**config.mk**
```make
export PLATFORM = sky130hd
export DESIGN_NAME = exu_div_wakeup_unit
export DESIGN_NICKNAME = d
export VERILOG_FILES = /design/src/rtl/exu_div_wakeup_unit.sv
export SDC_FILE = /design/constraint.sdc
export NUM_CORES = 2
export LEC_CHECK = 0
export CAP_MARGIN = 20
export CORE_MARGIN = 1
export CORE_UTILIZATION = 50
export CTS_CLUSTER_SIZE = 40
export DETAILED_ROUTE_END_ITERATION = 7
export PLACE_DENSITY = 0.71
export SLEW_MARGIN = 10
export SYNTH_ARGS = -nofsm -noshare
export SYNTH_HDL_FRONTEND = slang
export SYNTH_SLANG_ARGS = --single-unit
```
**constraint.sdc**
```tcl
create_clock -name clk -period 40 [get_ports clk]
set_input_delay 6 -clock clk [delete_from_list [all_inputs] [get_ports clk]]
set_output_delay 6 -clock clk [all_outputs]
set_load 0.1 [all_outputs]
```
**src/rtl/exu_div_wakeup_unit.sv**
```systemverilog
// -----------------------------------------------------------------------------
// exu_div_wakeup_unit
//
// Iterative 64-bit integer divider for the execute stage. One DIV/DIVU/REM/REMU
// op is accepted at a time. The result is produced by a radix-2 restoring
// divider. The unit also drives the div1/div2/div3 wakeup broadcasts that let
// issue-queue entries speculatively wake up ahead of the writeback.
//
// Timing (issue accepted in cycle T):
//   T+1        PREP  : take magnitudes, record signs, flag special cases
//   T+2..T+65  CALC  : one quotient bit per cycle (div1 wakeup in T+65)
//   T+66       FIX   : sign correction and special-case override (div2)
//   T+67       DONE  : writeback and div3 result broadcast
//   T+68             : ready again
//
// Optional feature (macro KS_DIV_SPECIAL_FASTPATH_EN):
//   Divide-by-zero and signed overflow skip CALC (PREP->FIX), so div1 is in
//   T+1, div2 in T+2, and div3/writeback in T+3. Results are unchanged.
//
// Ports:
//   clk, rst_clk                   clock, asynchronous active-high reset
//   rtu_global_flush               kills the in-flight op, gates all vld outs
//   idu_exu_div_*                  issue request: vld, iid, funct3, operands,
//                                  destination preg and its valid
//   exu_idu_div_ready              unit idle, may accept an issue
//   exu_idu_is_div1_forward_*      wakeup, result due in 2 cycles
//   exu_idu_is_div2_forward_*      wakeup, result due next cycle
//   exu_idu_is_div3_result_*       result-cycle broadcast
//   exu_div_result_*               writeback: vld, iid, pdst_vld, pdst, data
// -----------------------------------------------------------------------------
module exu_div_wakeup_unit #(
   parameter int XLEN   = 64,
   parameter int PREG_W = 6,
   parameter int IID_W  = 4
) (
   input  logic              clk,
   input  logic              rst_clk,
   input  logic              rtu_global_flush,
   input  logic              idu_exu_div_issue_vld,
   input  logic [IID_W-1:0]  idu_exu_div_iid,
   input  logic [2:0]        idu_exu_div_funct3,
   input  logic [XLEN-1:0]   idu_exu_div_src1,
   input  logic [XLEN-1:0]   idu_exu_div_src2,
   input  logic              idu_exu_div_pdst_vld,
   input  logic [PREG_W-1:0] idu_exu_div_pdst,
   output logic              exu_idu_div_ready,
   output logic              exu_idu_is_div1_forward_vld,
   output logic [PREG_W-1:0] exu_idu_is_div1_forward_preg,
   output logic              exu_idu_is_div2_forward_vld,
   output logic [PREG_W-1:0] exu_idu_is_div2_forward_preg,
   output logic              exu_idu_is_div3_result_vld,
   output logic [PREG_W-1:0] exu_idu_is_div3_result_preg,
   output logic              exu_div_result_vld,
   output logic [IID_W-1:0]  exu_div_result_iid,
   output logic              exu_div_result_pdst_vld,
   output logic [PREG_W-1:0] exu_div_result_pdst,
   output logic [XLEN-1:0]   exu_div_result_data
);

   localparam int CNT_W = $clog2(XLEN);
   localparam logic [CNT_W-1:0] CNT_LAST = CNT_W'(XLEN - 1);

   typedef enum logic [2:0] {
      ST_IDLE,
      ST_PREP,
      ST_CALC,
      ST_FIX,
      ST_DONE
   } state_t;

   // Divide-by-zero: divisor is zero, regardless of signedness.
   function automatic logic f_is_dbz(input logic [XLEN-1:0] src2);
      return src2 == '0;
   endfunction

   // Signed overflow: most-negative dividend divided by -1.
   function automatic logic f_is_ovf(input logic [XLEN-1:0] src1,
                                     input logic [XLEN-1:0] src2,
                                     input logic            is_signed);
      return is_signed && (src1 == {1'b1, {(XLEN-1){1'b0}}}) && (src2 == '1);
   endfunction

   // ---------------------------------------------------------------------------
   // State and datapath registers
   // ---------------------------------------------------------------------------
   state_t            r_state;
   logic [CNT_W-1:0]  r_cnt;
   logic              r_ready;

   logic [IID_W-1:0]  r_iid;
   logic              r_is_rem;
   logic              r_is_unsigned;
   logic              r_pdst_vld;
   logic [PREG_W-1:0] r_pdst;
   logic [XLEN-1:0]   r_src1;
   logic [XLEN-1:0]   r_src2;

   logic [XLEN-1:0]   r_q;        // dividend bits shift out, quotient bits shift in
   logic [XLEN-1:0]   r_rem;      // partial remainder
   logic [XLEN-1:0]   r_divisor;  // divisor magnitude
   logic              r_q_neg;
   logic              r_r_neg;
   logic              r_dbz;
   logic              r_ovf;
   logic [XLEN-1:0]   r_result;

   logic              r_div1;
   logic              r_div2;
   logic              r_div3;
   logic              r_res_vld;

   // funct3[2] is always 1 for the div group and carries no information here.
   logic              w_unused_funct3;
   assign w_unused_funct3 = idu_exu_div_funct3[2];

   // ---------------------------------------------------------------------------
   // PREP: operand magnitudes
   // ---------------------------------------------------------------------------
   logic            w_signed;
   logic [XLEN-1:0] w_abs1;
   logic [XLEN-1:0] w_abs2;

   assign w_signed = !r_is_unsigned;
   // Negating the most-negative value yields the same bit pattern, which read
   // as unsigned is exactly its magnitude.
   assign w_abs1   = (w_signed && r_src1[XLEN-1]) ? -r_src1 : r_src1;
   assign w_abs2   = (w_signed && r_src2[XLEN-1]) ? -r_src2 : r_src2;

   // ---------------------------------------------------------------------------
   // CALC: one restoring step
   // ---------------------------------------------------------------------------
   logic [XLEN:0]   w_rem_sh;
   logic [XLEN:0]   w_rem_sub;
   logic            w_ge;

   // The shifted remainder needs one extra bit: it can reach 2*divisor-1.
   assign w_rem_sh  = {r_rem, r_q[XLEN-1]};
   assign w_rem_sub = w_rem_sh - {1'b0, r_divisor};
   assign w_ge      = (w_rem_sh >= {1'b0, r_divisor});

   // ---------------------------------------------------------------------------
   // FIX: sign correction, special-case override, rem/quot select
   // ---------------------------------------------------------------------------
   logic [XLEN-1:0] w_fix_quot;
   logic [XLEN-1:0] w_fix_rem;
   logic [XLEN-1:0] w_fix_data;

   // NOTE: every variable assigned in an always_comb gets a value on every path
   // (defaults first); otherwise synthesis infers a latch.
   always_comb begin
      w_fix_quot = r_q_neg ? -r_q : r_q;
      w_fix_rem  = r_r_neg ? -r_rem : r_rem;
      if (r_dbz) begin
         w_fix_quot = '1;
         w_fix_rem  = r_src1;
      end else if (r_ovf) begin
         w_fix_quot = r_src1;
         w_fix_rem  = '0;
      end
      w_fix_data = r_is_rem ? w_fix_rem : w_fix_quot;
   end

`ifdef KS_DIV_SPECIAL_FASTPATH_EN
   // Special case detected on the raw issue operands so the div1 wakeup can be
   // registered into PREP itself.
   logic w_in_special;
   assign w_in_special = f_is_dbz(idu_exu_div_src2) ||
                         f_is_ovf(idu_exu_div_src1, idu_exu_div_src2,
                                  !idu_exu_div_funct3[0]);
`endif

   // ---------------------------------------------------------------------------
   // FSM with registered wakeup/result flags
   // ---------------------------------------------------------------------------
   // NOTE: sequential state uses non-blocking assignments only, so every
   // register samples the pre-edge values of the others.
   // NOTE: the whole datapath is reset, not only control; the reset state is
   // observable as all-zero outputs and a flush must leave the same state.
   always_ff @(posedge clk or posedge rst_clk) begin
      if (rst_clk) begin
         r_state       <= ST_IDLE;
         r_cnt         <= '0;
         r_ready       <= 1'b1;
         r_iid         <= '0;
         r_is_rem      <= 1'b0;
         r_is_unsigned <= 1'b0;
         r_pdst_vld    <= 1'b0;
         r_pdst        <= '0;
         r_src1        <= '0;
         r_src2        <= '0;
         r_q           <= '0;
         r_rem         <= '0;
         r_divisor     <= '0;
         r_q_neg       <= 1'b0;
         r_r_neg       <= 1'b0;
         r_dbz         <= 1'b0;
         r_ovf         <= 1'b0;
         r_result      <= '0;
         r_div1        <= 1'b0;
         r_div2        <= 1'b0;
         r_div3        <= 1'b0;
         r_res_vld     <= 1'b0;
      end else if (rtu_global_flush) begin
         // Flush kills any in-flight op and drops a same-cycle issue.
         r_state       <= ST_IDLE;
         r_cnt         <= '0;
         r_ready       <= 1'b1;
         r_iid         <= '0;
         r_is_rem      <= 1'b0;
         r_is_unsigned <= 1'b0;
         r_pdst_vld    <= 1'b0;
         r_pdst        <= '0;
         r_src1        <= '0;
         r_src2        <= '0;
         r_q           <= '0;
         r_rem         <= '0;
         r_divisor     <= '0;
         r_q_neg       <= 1'b0;
         r_r_neg       <= 1'b0;
         r_dbz         <= 1'b0;
         r_ovf         <= 1'b0;
         r_result      <= '0;
         r_div1        <= 1'b0;
         r_div2        <= 1'b0;
         r_div3        <= 1'b0;
         r_res_vld     <= 1'b0;
      end else begin
         case (r_state)
            ST_IDLE: begin
               if (idu_exu_div_issue_vld) begin
                  r_iid         <= idu_exu_div_iid;
                  r_is_rem      <= idu_exu_div_funct3[1];
                  r_is_unsigned <= idu_exu_div_funct3[0];
                  r_pdst_vld    <= idu_exu_div_pdst_vld;
                  r_pdst        <= idu_exu_div_pdst_vld ? idu_exu_div_pdst : '0;
                  r_src1        <= idu_exu_div_src1;
                  r_src2        <= idu_exu_div_src2;
                  r_ready       <= 1'b0;
                  r_state       <= ST_PREP;
`ifdef KS_DIV_SPECIAL_FASTPATH_EN
                  r_div1        <= idu_exu_div_pdst_vld && w_in_special;
`endif
               end
            end

            ST_PREP: begin
               r_q       <= w_abs1;
               r_divisor <= w_abs2;
               r_rem     <= '0;
               r_q_neg   <= w_signed && (r_src1[XLEN-1] ^ r_src2[XLEN-1]);
               r_r_neg   <= w_signed && r_src1[XLEN-1];
               r_dbz     <= f_is_dbz(r_src2);
               r_ovf     <= f_is_ovf(r_src1, r_src2, w_signed);
               r_cnt     <= CNT_LAST;
               r_div1    <= 1'b0;
`ifdef KS_DIV_SPECIAL_FASTPATH_EN
               if (f_is_dbz(r_src2) || f_is_ovf(r_src1, r_src2, w_signed)) begin
                  r_div2  <= r_pdst_vld;
                  r_state <= ST_FIX;
               end else begin
                  r_state <= ST_CALC;
               end
`else
               r_state   <= ST_CALC;
`endif
            end

            ST_CALC: begin
               r_q   <= {r_q[XLEN-2:0], w_ge};
               r_rem <= w_ge ? w_rem_sub[XLEN-1:0] : w_rem_sh[XLEN-1:0];
               r_cnt <= r_cnt - 1'b1;
               // div1 is registered one step early so it lands in the last CALC cycle.
               r_div1 <= r_pdst_vld && (r_cnt == CNT_W'(1));
               if (r_cnt == '0) begin
                  r_div2  <= r_pdst_vld;
                  r_state <= ST_FIX;
               end
            end

            ST_FIX: begin
               r_result  <= w_fix_data;
               r_div2    <= 1'b0;
               r_div3    <= r_pdst_vld;
               r_res_vld <= 1'b1;
               r_state   <= ST_DONE;
            end

            ST_DONE: begin
               r_div3    <= 1'b0;
               r_res_vld <= 1'b0;
               r_ready   <= 1'b1;
               r_state   <= ST_IDLE;
            end

            default: begin
               r_state <= ST_IDLE;
               r_ready <= 1'b1;
            end
         endcase
      end
   end

   // ---------------------------------------------------------------------------
   // Outputs: flush masks every broadcast in the cycle it is asserted.
   // ---------------------------------------------------------------------------
   logic w_div1_vld;
   logic w_div2_vld;
   logic w_div3_vld;
   logic w_res_vld;

   assign w_div1_vld = r_div1    && !rtu_global_flush;
   assign w_div2_vld = r_div2    && !rtu_global_flush;
   assign w_div3_vld = r_div3    && !rtu_global_flush;
   assign w_res_vld  = r_res_vld && !rtu_global_flush;

   assign exu_idu_div_ready            = r_ready;
   assign exu_idu_is_div1_forward_vld  = w_div1_vld;
   assign exu_idu_is_div1_forward_preg = w_div1_vld ? r_pdst : '0;
   assign exu_idu_is_div2_forward_vld  = w_div2_vld;
   assign exu_idu_is_div2_forward_preg = w_div2_vld ? r_pdst : '0;
   assign exu_idu_is_div3_result_vld   = w_div3_vld;
   assign exu_idu_is_div3_result_preg  = w_div3_vld ? r_pdst : '0;

   assign exu_div_result_vld      = w_res_vld;
   assign exu_div_result_iid      = w_res_vld ? r_iid : '0;
   assign exu_div_result_pdst_vld = w_res_vld && r_pdst_vld;
   assign exu_div_result_pdst     = w_res_vld ? r_pdst : '0;
   assign exu_div_result_data     = w_res_vld ? r_result : '0;

endmodule

```
# Word-level counts from Yosys, hierarchy flattened
# Cells that the tools add are included.
# totals
elab_cells	140
out_inout_bits	98
reg_bits	415
# classes
addsub	6
bitwise	1
n_mux	72
n_eq_ne	10
magnitude_cmp	1
reduce_logical	28
# op_table
op	n
two-way mux 64 bit	23
negation 64 bit	4
one-hot mux 64 bit (2 select lines)	2
equality test 64 bit (second input constant)	2
>= comparator 65 x 64 -> 1 bit	1
zero test 64 bit	1
subtractor 64 bit	1
two-way mux 6 bit	9
two-way mux 1 bit	24
two-way mux 4 bit	4
one-hot mux 3 bit (4 select lines)	1
one-hot mux 6 bit (2 select lines)	1
logical AND 1 bit	11
one-hot mux 1 bit (2 select lines)	5
two-way mux 3 bit	3
nonzero test 3 bit	3
AND reduction 2 bit	4
nonzero test 2 bit	4
equality test 3 x 2 -> 1 bit (second input constant)	2
equality test 6 x 1 -> 1 bit (second input constant)	1
zero test 6 bit	1
inequality test 3 bit (second input constant)	2
subtractor 6 x 1 -> 6 bit (second input constant)	1
equality test 3 x 1 -> 1 bit (second input constant)	1
other kinds (6)	7

# Longest topological paths before layout
# depth
word_depth	7
mapped_depth	16
mapped_depth_nobuf	15

# Least setup slack after synthesis
# No wires, ideal clock.
# synth_timing
path_kind	in2out
startpoint	input port rtu_global_flush
endpoint	output port exu_idu_is_div1_forward_preg[0]
stages	4
t_required_ns	34.000
setup_slack_ns	25.229
arrival_time_ns	8.771
path_cell_list	clkbuf_1 clkbuf_1 nor2b_1 and2_1
# synth_between
elab_chain_cells	3
# synth_rtl
item	line	rtl
start: declaration	38	input logic rtu_global_flush,
zero test 1 bit	311	assign w_div1_vld = r_div1 && !rtu_global_flush;
logical AND 1 bit	311	
via exu_idu_is_div1_forward_vld	47	output logic exu_idu_is_div1_forward_vld,
two-way mux 6 bit	318	assign exu_idu_is_div1_forward_preg = w_div1_vld ? r_pdst : '0;
end: declaration	48	output logic [PREG_W-1:0] exu_idu_is_div1_forward_preg,
# The timed path passes the listed nets, and every way through them passes these cells.

# Worst setup path in the final report
# layout_timing
startpoint	input port rtu_global_flush
endpoint	output port exu_div_result_data[25]
# layout_between
elab_chain_cells	3
# layout_rtl
item	line	rtl
zero test 1 bit	314	assign w_res_vld = r_res_vld && !rtu_global_flush;
logical AND 1 bit	314	
two-way mux 64 bit	328	assign exu_div_result_data = w_res_vld ? r_result : '0;
end: declaration	57	output logic [XLEN-1:0] exu_div_result_data
# No other way between the ends.

==> metrics.md <==
| Metric | Value |
|---|---|
| Worst slew pin tran | 1.058 ns |
| Fin crit share | a little over a third |
| Worst-path clk slew | 0.06 ns |
| Synth Flop Type | dfrtp_1 |
| CP arrival | ~8.2 ns |
| Syn Area/Cell | ~8.2 sq um |
| P_leak | around 0.014 uW |
| Setup slack, reg-to-reg | roughly 35 ns |
| Mapped Cells | approximately 3500 |
| Hold path startpoint | r_div1 |
| Yosys reg bits | 415 |
| CTS tree | built |
| EDFF count, synth | 0 |
| H-tree Lvls | 2 |
| Critical Path RT | roughly 34 ns |
| Antenna Nets Post-Route | 0 |
| Die H | 240.4 um |
| I/O Buffers | 242 |
| Layout area overhead | 16.01% |
| Die ar. | 0.05777 sq mm |
| Worst-path fanout max | 76 |
| Routability cong. | between 0.9 and 1 |
| Clock skew | 0.02266 ns |
| RSZ-0062 raised after global routing | no |
| CP Capture Type | primary output |
| Post-DP HPWL | 64.05 mm |
| Multi-input gate area | 0.01682 sq mm |
| Final setup TNS | 0 ns |
| Initial Utilization | 51.06% |
| Final Critical Period | about 14 ns |
| Setup bufs post-CTS | 0 |
| Register Area | ~0.010 sq mm |
| Clock root cell | clkbuf_16 |
| Clock power frac | about 15% |
| Hold Worst Slack | between 0.4 and 0.5 ns |
| Crit path kind | primary input to primary output |
| Via count | 26304 |
| Initial DRC Count | approximately 2800 |
| Drt wl/cell | approximately 21 um |
| Max-Cap Viols | 0 |
| Layout cells sized above 1 | about 4.7% |
| CTS max path bufs | 3 |
| Launching point of the worst reg2reg path | r_rem[43] |
| Pre-CTS setup slack | between 20 and 30 ns |
| Detailed Routing Iterations Pass 1 | 7 |
| CTS buffer count | 48 |
| Yosys Warn Count | 0 |
| Post-CTS sizing | 0 |
| Total global routing overflow | 0 |
| Clk Latency, worst-skew pair | between 0.6 and 0.7 ns |
| Cell area after synthesis | around 0.028 sq mm |
| Final worst setup slack | 25.79 ns |
| First-pass GRT wire length | 140.4 mm |
| Comb power frac | between 60% and 70% |
| Peak supply drop | 0.2781 mV |
| CTS Hold Buffers Added | 0 |
| FMAX | slightly above 70 MHz |
| R2R Path End | r_rem[0] |
| Core Rows | 86 |
| Total track usage | between 30% and 40% |
| Final Cell Area | roughly 0.033 sq mm |
| Seq/Total Area, Yosys | 36.56% |
| Cell Int Power | 1708 uW |
| Final setup violation count | 0 |
| Core Area | between 0.05 and 0.06 sq mm |
| Routed WL | around 90 mm |
| Outcome | completed |
| Worst hold path class | register to register |
| Die Wd | approximately 240 um |
| WHS Path Cells | 2 |
| # IOs | 244 |
| TritonCTS Sinks | 415 |
| Switch Pwr | roughly 1500 uW |
| Slew Limit Fails | 0 |
| Via-to-Cell Ratio | between 6 and 7 |
| Crit path launch type | primary input |
| Fill cells | approximately 5000 |
| Slew headroom | a little under 30% |
| Switching share of power | a little under half |
| Largest net degree at the start of global routing | 98 |
| Placed inst area | approximately 0.031 sq mm |
| Cell Pwr Density | between 90 and 100 mW/mm^2 |
| Worst Reg-to-Reg Cells | 13 |
| DR DRC count | 0 |
| WHS Endpoint | r_div1 |
| Vias in the first global route | roughly 24000 |
| Initial antenna violation count | 0 |
| FFs w/ async S/R, synth | 100.0% |
| Fin nets | 3767 |
| Netlist cell types | 79 |
| Sequential Power Share | 17.0% |
| Final Hold Viols | 0 |
| Post-synth net total | approximately 3700 |
[synthesized netlist by cell type (all sizes together) (4+ instances only)]
master,count,area share (%)
nand4b,4,0.12
nor4b,5,0.15
a22o,92,2.8
and3,8,0.18
or3,40,0.90
o21bai,16,0.42
ha,72,3.2
a31oi,20,0.44
a211oi,22,0.58
a21oi,284,5.0
a32o,27,0.95
buf,32,0.44
o22ai,4,0.088
nand2b,37,0.84
a22oi,18,0.48
a21boi,13,0.34
and2,106,2.3
clkbuf,210,2.8
nor2b,20,0.44
and4,6,0.18
a221o,19,0.67
nor4,31,0.68
o41ai,32,1.0
xor2,144,4.4
a21o,24,0.63
a221oi,8,0.25
nand2,510,6.7
o221ai,8,0.25
or2,13,0.30
nor2,206,2.7
o31ai,68,1.8
or4,32,0.86
nand3,31,0.55
mux2i,93,3.3
o21a,9,0.24
xnor2,155,4.8
nor3,50,0.88
o21ai,375,6.6
o211ai,23,0.61
dfrtp,414,36
nand4,41,0.90
inv,99,1.3
[how the worst max path moves through the flow]
stage / startpoint / to / slack, ns / cells past startpoint
after global routing: rtu_global_flush / exu_div_result_data[23] / 25.69 / 5
after global placement: rtu_global_flush / exu_div_result_data[22] / 25.81 / 5
after CTS: rtu_global_flush / exu_div_result_data[23] / 25.76 / 5
after detailed placement: rtu_global_flush / exu_div_result_data[23] / 25.76 / 5
final: rtu_global_flush / exu_div_result_data[25] / 25.79 / 5
after floorplan: rst_clk / r_cnt[0] / 22.45 / 1
[layout by cell type, fill, tap and decap left out, types with 24 or more instances in the layout]
cell	instances
a21o_1	24
a21oi_1	283
a22o_1	92
a32o_1	27
and2_1	105
buf_4	37
clkbuf_16	49
clkdlybuf4s50_1	241
dfrtp_1	410
ha_1	72
inv_1	98
mux2i_1	93
nand2_1	510
nand2b_1	35
nand3_1	31
nand4_1	41
nor2_1	200
nor3_1	48
nor4_1	31
o21ai_0	374
o31ai_1	67
o41ai_1	30
or3_1	39
or4_1	31
xnor2_1	155
xor2_1	144
[registers in the layout (all words and copies together) (netlist names), 3 cells and up]
| name | cells |
|---|---|
| r_cnt | 6 |
| r_result | 64 |
| r_src2 | 64 |
| r_iid | 4 |
| r_rem | 64 |
| r_pdst | 6 |
| r_divisor | 64 |
| r_state | 3 |
| r_src1 | 64 |
| r_q | 64 |
[area by class of cell]
type / count / area share, %
diodes: 1 / 0.007594
clock buffers: 58 / 4.036
clock inverters: 30 / 1.128
inverters: 100 / 1.162
multi-input cells: 2703 / 51.03
flip-flops and latches: 415 / 31.53
well taps: 748 / 2.840
repair buffers: 280 / 8.258
[power by group through the flow]
stage	Combinational [uW]	Clock, uW	Sequential, uW
floorplan	1760	0	520
global placement	2190	0	556
detailed placement	2190	0	557
CTS	2200	482	550
global route	2420	497	559
finish	2230	475	553
[critical path, cell delays in order]
cell and delay [ns]:
buf_4 0.14, nor2b_4 0.09, buf_4 0.52, and2_1 0.23, clkdlybuf4s50_1 1.14
[per-stage QoR]
| stage | power (uW) | instances | utilization [%] |
|---|---|---|---|
| 2_1_floorplan | 2279 | 3460 | - |
| 3_3_place_gp | 2744 | 4244 | 56.12 |
| 3_5_place_dp | 2750 | 4244 | 56.12 |
| 4_1_cts | 3237 | 4332 | 59.17 |
| 5_1_grt | 3476 | 4334 | 59.23 |
| 6_report | 3254 | 4335 | 59.23 |
[routing by layer]
metal | global-route usage [%] | part of all wire (%) | wire (um)
met1 | 44.81 | 45 | 40330
met2 | 46.99 | 44 | 39760
met3 | 5.086 | 8.0 | 7174
met4 | 10.25 | 3.0 | 2690
met5 | 0 | 0 | 0
[logic make-up after synthesis]
family	synth area share, %
simple gates	19.11
buf+inv	4.537
mux	3.317
xor+xnor	9.219
compound gates	24.01
flops	36.56
fa+ha+maj	3.242
Note: power is estimated with default switching activity, not from simulation.
